--- src/rtl/axi4_lite_slave_mem_pkg.sv ---
// Shared definitions for the AXI4-Lite slave memory: bus widths,
// FSM state encodings and the address range check.
package axi4_lite_Defs;

   localparam int Addr_Width = 32;
   localparam int Data_Width = 32;

   typedef enum logic {
      W_IDLE = 1'b0,
      W_RESP = 1'b1
   } wr_state_t;

   typedef enum logic [1:0] {
      R_IDLE = 2'd0,
      R_WAIT = 2'd1,
      R_DATA = 2'd2
   } rd_state_t;

   // True when a byte address falls inside a memory of 'words' 32-bit words.
   function automatic logic addr_in_range(input logic [Addr_Width-1:0] addr,
                                          input int unsigned words);
      return 64'(addr) < (64'(words) * 64'd4);
   endfunction

endpackage

--- src/rtl/axi4_lite_slave_mem_if.sv ---
// AXI4-Lite channel bundle (AR, R, AW, W, B) without response codes
// or write strobes. Clock and reset are carried separately.
interface axi4_lite_slave_mem_if;
   import axi4_lite_Defs::*;

   logic [Addr_Width-1:0] ARADDR;
   logic                  ARVALID;
   logic                  ARREADY;
   logic [Data_Width-1:0] RDATA;
   logic                  RVALID;
   logic                  RREADY;
   logic [Addr_Width-1:0] AWADDR;
   logic                  AWVALID;
   logic                  AWREADY;
   logic [Data_Width-1:0] WDATA;
   logic                  WVALID;
   logic                  WREADY;
   logic                  BVALID;
   logic                  BREADY;

   modport master (
      output ARADDR, ARVALID, RREADY, AWADDR, AWVALID, WDATA, WVALID, BREADY,
      input  ARREADY, RDATA, RVALID, AWREADY, WREADY, BVALID
   );

   modport slave (
      input  ARADDR, ARVALID, RREADY, AWADDR, AWVALID, WDATA, WVALID, BREADY,
      output ARREADY, RDATA, RVALID, AWREADY, WREADY, BVALID
   );

endinterface

--- src/rtl/axi4_lite_slave_mem_array.sv ---
// Word storage for the AXI4-Lite slave: one synchronous write port,
// one combinational read port, whole array cleared by reset.
module axi4_lite_slave_mem_array
   import axi4_lite_Defs::*;
#(
   parameter int MEM_WORDS = 64
) (
   input  logic                         clk,
   input  logic                         rst,
   input  logic                         we,
   input  logic [$clog2(MEM_WORDS)-1:0] widx,
   input  logic [Data_Width-1:0]        wdata,
   input  logic [$clog2(MEM_WORDS)-1:0] ridx,
   output logic [Data_Width-1:0]        rdata
);

   logic [Data_Width-1:0] mem [MEM_WORDS];

   // Clear every word on reset; otherwise commit one word per write strobe.
   always_ff @(posedge clk or posedge rst) begin
      if (rst) begin
         for (int i = 0; i < MEM_WORDS; i++) begin
            mem[i] <= '0;
         end
      end else if (we) begin
         mem[widx] <= wdata;
      end
   end

   assign rdata = mem[ridx];

endmodule

--- src/rtl/axi4_lite_slave_mem.sv ---
// AXI4-Lite slave in front of a word-addressed register memory.
// Independent read and write FSMs, one outstanding transaction each.
// Optional macro AXI4_LITE_SLV_WAIT_EN inserts WAIT_CYCLES of extra
// read latency (R_WAIT state); memory is sampled when the wait ends.
module axi4_lite_slave_mem
   import axi4_lite_Defs::*;
#(
   parameter int MEM_WORDS   = 64,
   parameter int WAIT_CYCLES = 2
) (
   input  logic                 ACLK,
   input  logic                 ARESET,
   axi4_lite_slave_mem_if.slave bus
);

   localparam int IDX_W = $clog2(MEM_WORDS);

   // ---------------- write side ----------------
   wr_state_t             wr_state, wr_state_n;
   logic                  aw_cap, aw_cap_n;
   logic                  w_cap, w_cap_n;
   logic [Addr_Width-1:0] awaddr_q, awaddr_n;
   logic [Data_Width-1:0] wdata_q, wdata_n;
   logic                  awready_q, awready_n;
   logic                  wready_q, wready_n;
   logic                  bvalid_q, bvalid_n;
   logic                  aw_hs, w_hs;
   logic                  mem_we;
   logic [Addr_Width-1:0] commit_addr;
   logic [Data_Width-1:0] commit_data;

   assign aw_hs = bus.AWVALID && awready_q;
   assign w_hs  = bus.WVALID && wready_q;

   // Write FSM next state: capture AW/W independently, commit when both held.
   always_comb begin
      wr_state_n  = wr_state;
      aw_cap_n    = aw_cap;
      w_cap_n     = w_cap;
      awaddr_n    = awaddr_q;
      wdata_n     = wdata_q;
      bvalid_n    = bvalid_q;
      mem_we      = 1'b0;
      commit_addr = aw_hs ? bus.AWADDR : awaddr_q;
      commit_data = w_hs ? bus.WDATA : wdata_q;
      case (wr_state)
         W_IDLE: begin
            if (aw_hs) begin
               aw_cap_n = 1'b1;
               awaddr_n = bus.AWADDR;
            end
            if (w_hs) begin
               w_cap_n = 1'b1;
               wdata_n = bus.WDATA;
            end
            if (aw_cap_n && w_cap_n) begin
               // Out-of-range writes still complete on B but never touch memory.
               mem_we     = addr_in_range(commit_addr, MEM_WORDS);
               wr_state_n = W_RESP;
               bvalid_n   = 1'b1;
            end
         end
         W_RESP: begin
            if (bus.BREADY) begin
               wr_state_n = W_IDLE;
               bvalid_n   = 1'b0;
               aw_cap_n   = 1'b0;
               w_cap_n    = 1'b0;
            end
         end
         default: begin
            wr_state_n = W_IDLE;
            bvalid_n   = 1'b0;
            aw_cap_n   = 1'b0;
            w_cap_n    = 1'b0;
         end
      endcase
      awready_n = (wr_state_n == W_IDLE) && !aw_cap_n;
      wready_n  = (wr_state_n == W_IDLE) && !w_cap_n;
   end

   // Write FSM registers, captures and registered READY/BVALID outputs.
   always_ff @(posedge ACLK or posedge ARESET) begin
      if (ARESET) begin
         wr_state  <= W_IDLE;
         aw_cap    <= 1'b0;
         w_cap     <= 1'b0;
         awaddr_q  <= '0;
         wdata_q   <= '0;
         awready_q <= 1'b0;
         wready_q  <= 1'b0;
         bvalid_q  <= 1'b0;
      end else begin
         wr_state  <= wr_state_n;
         aw_cap    <= aw_cap_n;
         w_cap     <= w_cap_n;
         awaddr_q  <= awaddr_n;
         wdata_q   <= wdata_n;
         awready_q <= awready_n;
         wready_q  <= wready_n;
         bvalid_q  <= bvalid_n;
      end
   end

   // ---------------- read side ----------------
   rd_state_t             rd_state, rd_state_n;
   logic                  arready_q, arready_n;
   logic                  rvalid_q, rvalid_n;
   logic [Data_Width-1:0] rdata_q, rdata_n;
   logic                  ar_hs;
   logic [Addr_Width-1:0] rd_addr;
   logic [Data_Width-1:0] mem_rdata;
   logic [Data_Width-1:0] rd_word;

   assign ar_hs = bus.ARVALID && arready_q;

`ifdef AXI4_LITE_SLV_WAIT_EN
   localparam int                CNT_W    = (WAIT_CYCLES > 1) ? $clog2(WAIT_CYCLES) : 1;
   localparam logic [CNT_W-1:0]  CNT_LOAD = (WAIT_CYCLES > 0) ? CNT_W'(WAIT_CYCLES - 1) : '0;

   logic [Addr_Width-1:0] araddr_q, araddr_n;
   logic [CNT_W-1:0]      cnt_q, cnt_n;

   assign rd_addr = (rd_state == R_WAIT) ? araddr_q : bus.ARADDR;
`else
   logic [31:0] wait_cfg_unused;

   assign wait_cfg_unused = 32'(WAIT_CYCLES);
   assign rd_addr         = bus.ARADDR;
`endif

   assign rd_word = addr_in_range(rd_addr, MEM_WORDS) ? mem_rdata : '0;

   // Read FSM next state: sample memory at AR handshake (or wait exit), hold until RREADY.
   always_comb begin
      rd_state_n = rd_state;
      rvalid_n   = rvalid_q;
      rdata_n    = rdata_q;
`ifdef AXI4_LITE_SLV_WAIT_EN
      araddr_n   = araddr_q;
      cnt_n      = cnt_q;
`endif
      case (rd_state)
         R_IDLE: begin
            if (ar_hs) begin
`ifdef AXI4_LITE_SLV_WAIT_EN
               if (WAIT_CYCLES > 0) begin
                  rd_state_n = R_WAIT;
                  araddr_n   = bus.ARADDR;
                  cnt_n      = CNT_LOAD;
               end else begin
                  rd_state_n = R_DATA;
                  rdata_n    = rd_word;
                  rvalid_n   = 1'b1;
               end
`else
               rd_state_n = R_DATA;
               rdata_n    = rd_word;
               rvalid_n   = 1'b1;
`endif
            end
         end
`ifdef AXI4_LITE_SLV_WAIT_EN
         R_WAIT: begin
            if (cnt_q == '0) begin
               rd_state_n = R_DATA;
               rdata_n    = rd_word;
               rvalid_n   = 1'b1;
            end else begin
               cnt_n = cnt_q - 1'b1;
            end
         end
`endif
         R_DATA: begin
            if (bus.RREADY) begin
               rd_state_n = R_IDLE;
               rvalid_n   = 1'b0;
            end
         end
         default: begin
            rd_state_n = R_IDLE;
            rvalid_n   = 1'b0;
         end
      endcase
      arready_n = (rd_state_n == R_IDLE);
   end

   // Read FSM registers and registered ARREADY/RVALID/RDATA outputs.
   always_ff @(posedge ACLK or posedge ARESET) begin
      if (ARESET) begin
         rd_state  <= R_IDLE;
         arready_q <= 1'b0;
         rvalid_q  <= 1'b0;
         rdata_q   <= '0;
`ifdef AXI4_LITE_SLV_WAIT_EN
         araddr_q  <= '0;
         cnt_q     <= '0;
`endif
      end else begin
         rd_state  <= rd_state_n;
         arready_q <= arready_n;
         rvalid_q  <= rvalid_n;
         rdata_q   <= rdata_n;
`ifdef AXI4_LITE_SLV_WAIT_EN
         araddr_q  <= araddr_n;
         cnt_q     <= cnt_n;
`endif
      end
   end

   // ---------------- storage ----------------
   axi4_lite_slave_mem_array #(
      .MEM_WORDS (MEM_WORDS)
   ) u_array (
      .clk   (ACLK),
      .rst   (ARESET),
      .we    (mem_we),
      .widx  (commit_addr[IDX_W+1:2]),
      .wdata (commit_data),
      .ridx  (rd_addr[IDX_W+1:2]),
      .rdata (mem_rdata)
   );

   assign bus.AWREADY = awready_q;
   assign bus.WREADY  = wready_q;
   assign bus.BVALID  = bvalid_q;
   assign bus.ARREADY = arready_q;
   assign bus.RVALID  = rvalid_q;
   assign bus.RDATA   = rdata_q;

endmodule

--- src/flat_wrapper.sv ---
// flat-port wrapper written by rule: the top's interface ports become plain ports
module axi4_lite_slave_mem_flat import axi4_lite_Defs::*;
#(
   parameter int MEM_WORDS   = 64,
   parameter int WAIT_CYCLES = 2
)
  (ACLK, ARESET, bus_ARADDR, bus_ARVALID, bus_RREADY, bus_AWADDR, bus_AWVALID, bus_WDATA, bus_WVALID, bus_BREADY, bus_ARREADY, bus_RDATA, bus_RVALID, bus_AWREADY, bus_WREADY, bus_BVALID);
  axi4_lite_slave_mem_if bus_i ();
  input  logic ACLK;
  input  logic ARESET;
  input wire logic [$bits(bus_i.ARADDR)-1:0] bus_ARADDR;
  input wire logic [$bits(bus_i.ARVALID)-1:0] bus_ARVALID;
  input wire logic [$bits(bus_i.RREADY)-1:0] bus_RREADY;
  input wire logic [$bits(bus_i.AWADDR)-1:0] bus_AWADDR;
  input wire logic [$bits(bus_i.AWVALID)-1:0] bus_AWVALID;
  input wire logic [$bits(bus_i.WDATA)-1:0] bus_WDATA;
  input wire logic [$bits(bus_i.WVALID)-1:0] bus_WVALID;
  input wire logic [$bits(bus_i.BREADY)-1:0] bus_BREADY;
  output wire logic [$bits(bus_i.ARREADY)-1:0] bus_ARREADY;
  output wire logic [$bits(bus_i.RDATA)-1:0] bus_RDATA;
  output wire logic [$bits(bus_i.RVALID)-1:0] bus_RVALID;
  output wire logic [$bits(bus_i.AWREADY)-1:0] bus_AWREADY;
  output wire logic [$bits(bus_i.WREADY)-1:0] bus_WREADY;
  output wire logic [$bits(bus_i.BVALID)-1:0] bus_BVALID;
  assign bus_i.ARADDR = bus_ARADDR;
  assign bus_i.ARVALID = bus_ARVALID;
  assign bus_i.RREADY = bus_RREADY;
  assign bus_i.AWADDR = bus_AWADDR;
  assign bus_i.AWVALID = bus_AWVALID;
  assign bus_i.WDATA = bus_WDATA;
  assign bus_i.WVALID = bus_WVALID;
  assign bus_i.BREADY = bus_BREADY;
  assign bus_ARREADY = bus_i.ARREADY;
  assign bus_RDATA = bus_i.RDATA;
  assign bus_RVALID = bus_i.RVALID;
  assign bus_AWREADY = bus_i.AWREADY;
  assign bus_WREADY = bus_i.WREADY;
  assign bus_BVALID = bus_i.BVALID;
  axi4_lite_slave_mem #(.MEM_WORDS(MEM_WORDS), .WAIT_CYCLES(WAIT_CYCLES)) u_core (.ACLK(ACLK), .ARESET(ARESET), .bus(bus_i));
endmodule
--- config.mk ---
export PLATFORM = sky130hd
export DESIGN_NAME = axi4_lite_slave_mem_flat
export DESIGN_NICKNAME = d
export VERILOG_FILES = /design/src/rtl/axi4_lite_slave_mem_pkg.sv /design/src/rtl/axi4_lite_slave_mem_if.sv /design/src/rtl/axi4_lite_slave_mem_array.sv /design/src/rtl/axi4_lite_slave_mem.sv /design/src/flat_wrapper.sv
export SDC_FILE = /design/constraint.sdc
export NUM_CORES = 2
export LEC_CHECK = 0
export CAP_MARGIN = 20
export CELL_PAD_IN_SITES_DETAIL_PLACEMENT = 1
export CELL_PAD_IN_SITES_GLOBAL_PLACEMENT = 2
export CORE_MARGIN = 2
export CORE_UTILIZATION = 45
export CTS_BUF_LIST = sky130_fd_sc_hd__clkbuf_4 sky130_fd_sc_hd__clkbuf_8
export DETAILED_ROUTE_END_ITERATION = 10
export PLACE_DENSITY_LB_ADDON = 0.1
export SYNTH_ARGS = -nofsm -noshare
export SYNTH_HDL_FRONTEND = slang
export SYNTH_SLANG_ARGS = --single-unit
--- constraint.sdc ---
create_clock -name ACLK -period 87.7 [get_ports ACLK]
set_input_delay 8.77 -clock ACLK [delete_from_list [all_inputs] [get_ports ACLK]]
set_output_delay 8.77 -clock ACLK [all_outputs]
set_load 0.02 [all_outputs]
==> impl_metrics.csv <==
group,metric,value,unit
die,core,210000,um2
sta,fin_crit,13.83,ns
grt,grt.overflow.total,0,
outcome,outcome,"finished, final reports clean",
die,std_cell_rows,168,
clocking,cts.root.buffer_cell,"clkbuf_8",
setup_path,critPathArrivalTime,14.76,ns
clocking,cts_tree,"built",
setup_path,max_stage_delay,0.84,ns
drt,drt_iter0_drc,5783,
setup_path,worstSetupStartpointType,"input port",
pwr,switching_share,0.306,
sta,drv_slew,0,
min_path,hold_depth,2,
layout,area_delta_synth_final,13.2,%
pwr,peakVddDrop,0.0186,mV
die,fp.dieArea,216000,um2
sta,fmax,0.0723,GHz
drt,wire_per_inst,31.8,um
die,die_x,464,um
pwr,p_switching,722,uW
drt,drc_errors,0,
pwr,power_frac_comb,0.151,
setup_path,ff2ff_path_depth,7,
synthesis,async_flop_share,1.00,
sta,fin_tns_setup,0,ns
setup_path,path_max_fanout,53,
sta,worstMarginPinSlew,1.18,ns
drt,via_count,67600,
setup_path,slowest_stage,"buf_4",
place,dp_hpwl,207000,um
grt,antenna_found_initial,23,
die,io-pin-count,140,
die,fp.dieH,464,um
sta,rsz0062_at_grt,"no",
sta,slew-limit-headroom,0.211,
drt,vias_per_cell,6.07,
layout,final_util,0.513,
clocking,clock_sinks,2152,
drt,first_pass_iters,7,
synthesis,synth_edf_count,0,
setup_path,end_kind,"flip-flop",
synthesis,syn_inst,8056,
clocking,clkSlewWorstSetupHoldPaths,0.06,ns
run,cap_violations,0,
min_path,hold_path.class,"flip-flop to flip-flop",
pwr,pwr-share-seq,0.434,
pwr,cellLeakagePower,0.0482,uW
setup_path,cp_common_cell,"buf_4",
pwr,p_int,1640,uW
grt,grt_pass1_vias,71100,
clocking,clk_latency,1.08,ns
setup_path,worstPathRequired,88.63,ns
place,gp_congestion,0.794,
layout,layout.nets,8160,
synthesis,synth.distinct_cells,72,
clocking,ctsResizeCount,0,
drt,final_antenna_net_count,0,
pwr,pwr_density_cell,21.9,nW/um2
grt,grt_util_all_layers,0.332,
clocking,cts_max_level,5,
sta,clock_skew,0.0598,ns
die,start_util,0.454,
clocking,clockBufferDepth,4,
place,io_buffers,135,
drt,finalWirelength,354000,um
sta,setup_viol,0,
place,placed_area,99800,um2
synthesis,yosys.area.top_type,"dfrtp_1",
clocking,cts_made_buffers,387,
synthesis,avgSynthCellArea,11.8,um2
place,pre_cts_slack,72.64,ns
synthesis,ys_seq_area_frac,0.565,
layout,final_area,108000,um2
pwr,p_clk_frac,0.416,
layout,drive_above_1_share,0.232,
synthesis,netlist_area,95400,um2
setup_path,path_class,"input port to flip-flop",
synthesis,ys_top_cells_by_area,"dfrtp_1, mux4_2, o21ai_0",
clocking,cts_setup_buffers,0,
sta,hold_viol,0,
grt,grt_pass1_wl,517000,um
synthesis,syn_nets,8159,
sta,setup_ws,73.87,ns
synthesis,synth_top_area_share,0.565,
grt,grt_max_degree,166,
sta,period_share,0.158,
synthesis,ys.flop_type,"dfrtp_1",
clocking,cts_hold_buf,0,
synthesis,yosysWarnings,0,
synthesis,ys_ff_latch,2152,
setup_path,crit_chain,"buf_8 -> buf_4 -> buf_4 -> buf_4 -> buf_4 -> buf_4 -> mux4_2 -> mux4_2 -> nand2_1 -> nand2_1 -> o221ai_1 -> nand2_1",
## critical path, delay by kind of cell
family,cells,cell delay [ns]
multiplexers,2,1.08
AO/OA/AOI/OAI,1,0.38
AND/OR/NAND/NOR,3,0.24
buffers and inverters,6,4.14
## flip-flops by register name (all words and copies together) (netlist names)
| register | count |
|---|---|
| u_core.w_cap | 1 |
| u_core.bus.ARREADY | 1 |
| u_core.awaddr_q | 30 |
| u_core.bus.RVALID | 1 |
| u_core.bus.WREADY | 1 |
| u_core.aw_cap | 1 |
| u_core.wdata_q | 32 |
| u_core.wr_state | 1 |
| u_core.bus.AWREADY | 1 |
| u_core.rd_state | 2 |
| u_core.u_array.mem | 2048 |
| u_core.bus.BVALID | 1 |
| u_core.bus.RDATA | 32 |
## final cells by class
| type | instances | area [um2] |
|---|---|---|
| Timing Repair Buffer | 367 | 3400 |
| Multi-Input combinational cell | 5141 | 39100 |
| Clock inverter | 38 | 214 |
| Tap cell | 2805 | 3510 |
| Antenna cell | 12 | 30.0 |
| Clock buffer | 614 | 7740 |
| Fill cell | 21600 | 102000 |
| Sequential cell | 2152 | 53900 |
| Inverter | 8 | 37.5 |
## per-stage QoR
step | cells | total power [uW] | hold WS [ns]
final | 11100 | 2360 | 0.473
after global routing | 11100 | 2450 | 0.493
after global placement | 10500 | 1390 | 0.456
after floorplan | 8056 | 1250 | 0.444
after CTS | 11100 | 2380 | 0.478
after detailed placement | 10500 | 1400 | 0.465
## logic make-up (layout without fill, tap and decap cells)
logic type,Yosys count,in the layout,synth area share
other,1,13,0.0000393
buffers and inverters,763,1027,0.0361
flip-flops,2152,2152,0.565
AND/OR/NAND/NOR,1973,1973,0.0834
AO/OA/AOI/OAI,1976,1976,0.116
multiplexers,1191,1191,0.200
## power by group through the flow
| stage | logic (uW) | clock network [uW] | registers [uW] |
|---|---|---|---|
| after CTS | 354 | 1000 | 1020 |
| final | 356 | 982 | 1020 |
| after global placement | 347 | 0 | 1040 |
| after global routing | 379 | 1050 | 1030 |
| after floorplan | 208 | 0 | 1040 |
| after detailed placement | 353 | 0 | 1040 |
## cell usage after synthesis, types with 26 or more instances
cell type  number
a2111oi_0      33
a21oi_1        26
a22oi_1        82
buf_2         106
buf_4          44
clkbuf_1      568
dfrtp_1      2152
mux2_1        108
mux2_2        293
mux2_4        120
mux2i_1       190
mux4_2        480
nand2_1      1752
nand3_1        31
nor2_1         55
o211ai_2       42
o21ai_0      1490
o21ai_1       125
o22ai_1        65
## per-layer routing
layer	GRT usage	vias up	wire length, um
met2	0.521	2077	164000
met3	0.0492	667	20600
met5	0	-	59
li1	-	28600	-
met4	0.130	8	15300
met1	0.467	36200	154000
## worst paths after layout
kind,start,endpoint,slack [ns]
worst min-delay path,u_core.u_array.mem[1549],u_core.u_array.mem[1549],0.47
max in group asynchronous,ARESET,u_core.u_array.mem[306],74.83
worst max register to register,u_core.bus.WREADY,u_core.u_array.mem[1271],82.40
worst min register to register,u_core.u_array.mem[1549],u_core.u_array.mem[1549],0.47
worst max-delay path,bus_ARADDR[3],u_core.bus.RDATA[31],73.87
min in group asynchronous,ARESET,u_core.u_array.mem[1050],8.26
## layout by cell type, fill, tap and decap left out, types with 14 or more instances in the layout
master           count
mux2_1             108
nand3_1             30
nor2_1              47
a22oi_1             82
a211oi_1            19
mux2i_1            158
o21ai_1            125
nor2b_1             14
mux2i_4             32
clkdlybuf4s50_1    129
clkbuf_8           501
clkbuf_4           113
nand2_1           1749
o22ai_1             65
a2111oi_0           28
o211ai_4            42
mux4_2             480
o21ai_0           1490
mux2_2             293
dfrtp_1           2152
clkinv_2            33
nor4_1              15
mux2_4             120
a21oi_1             26
buf_4              203
Note: power is estimated with default switching activity, not from simulation.
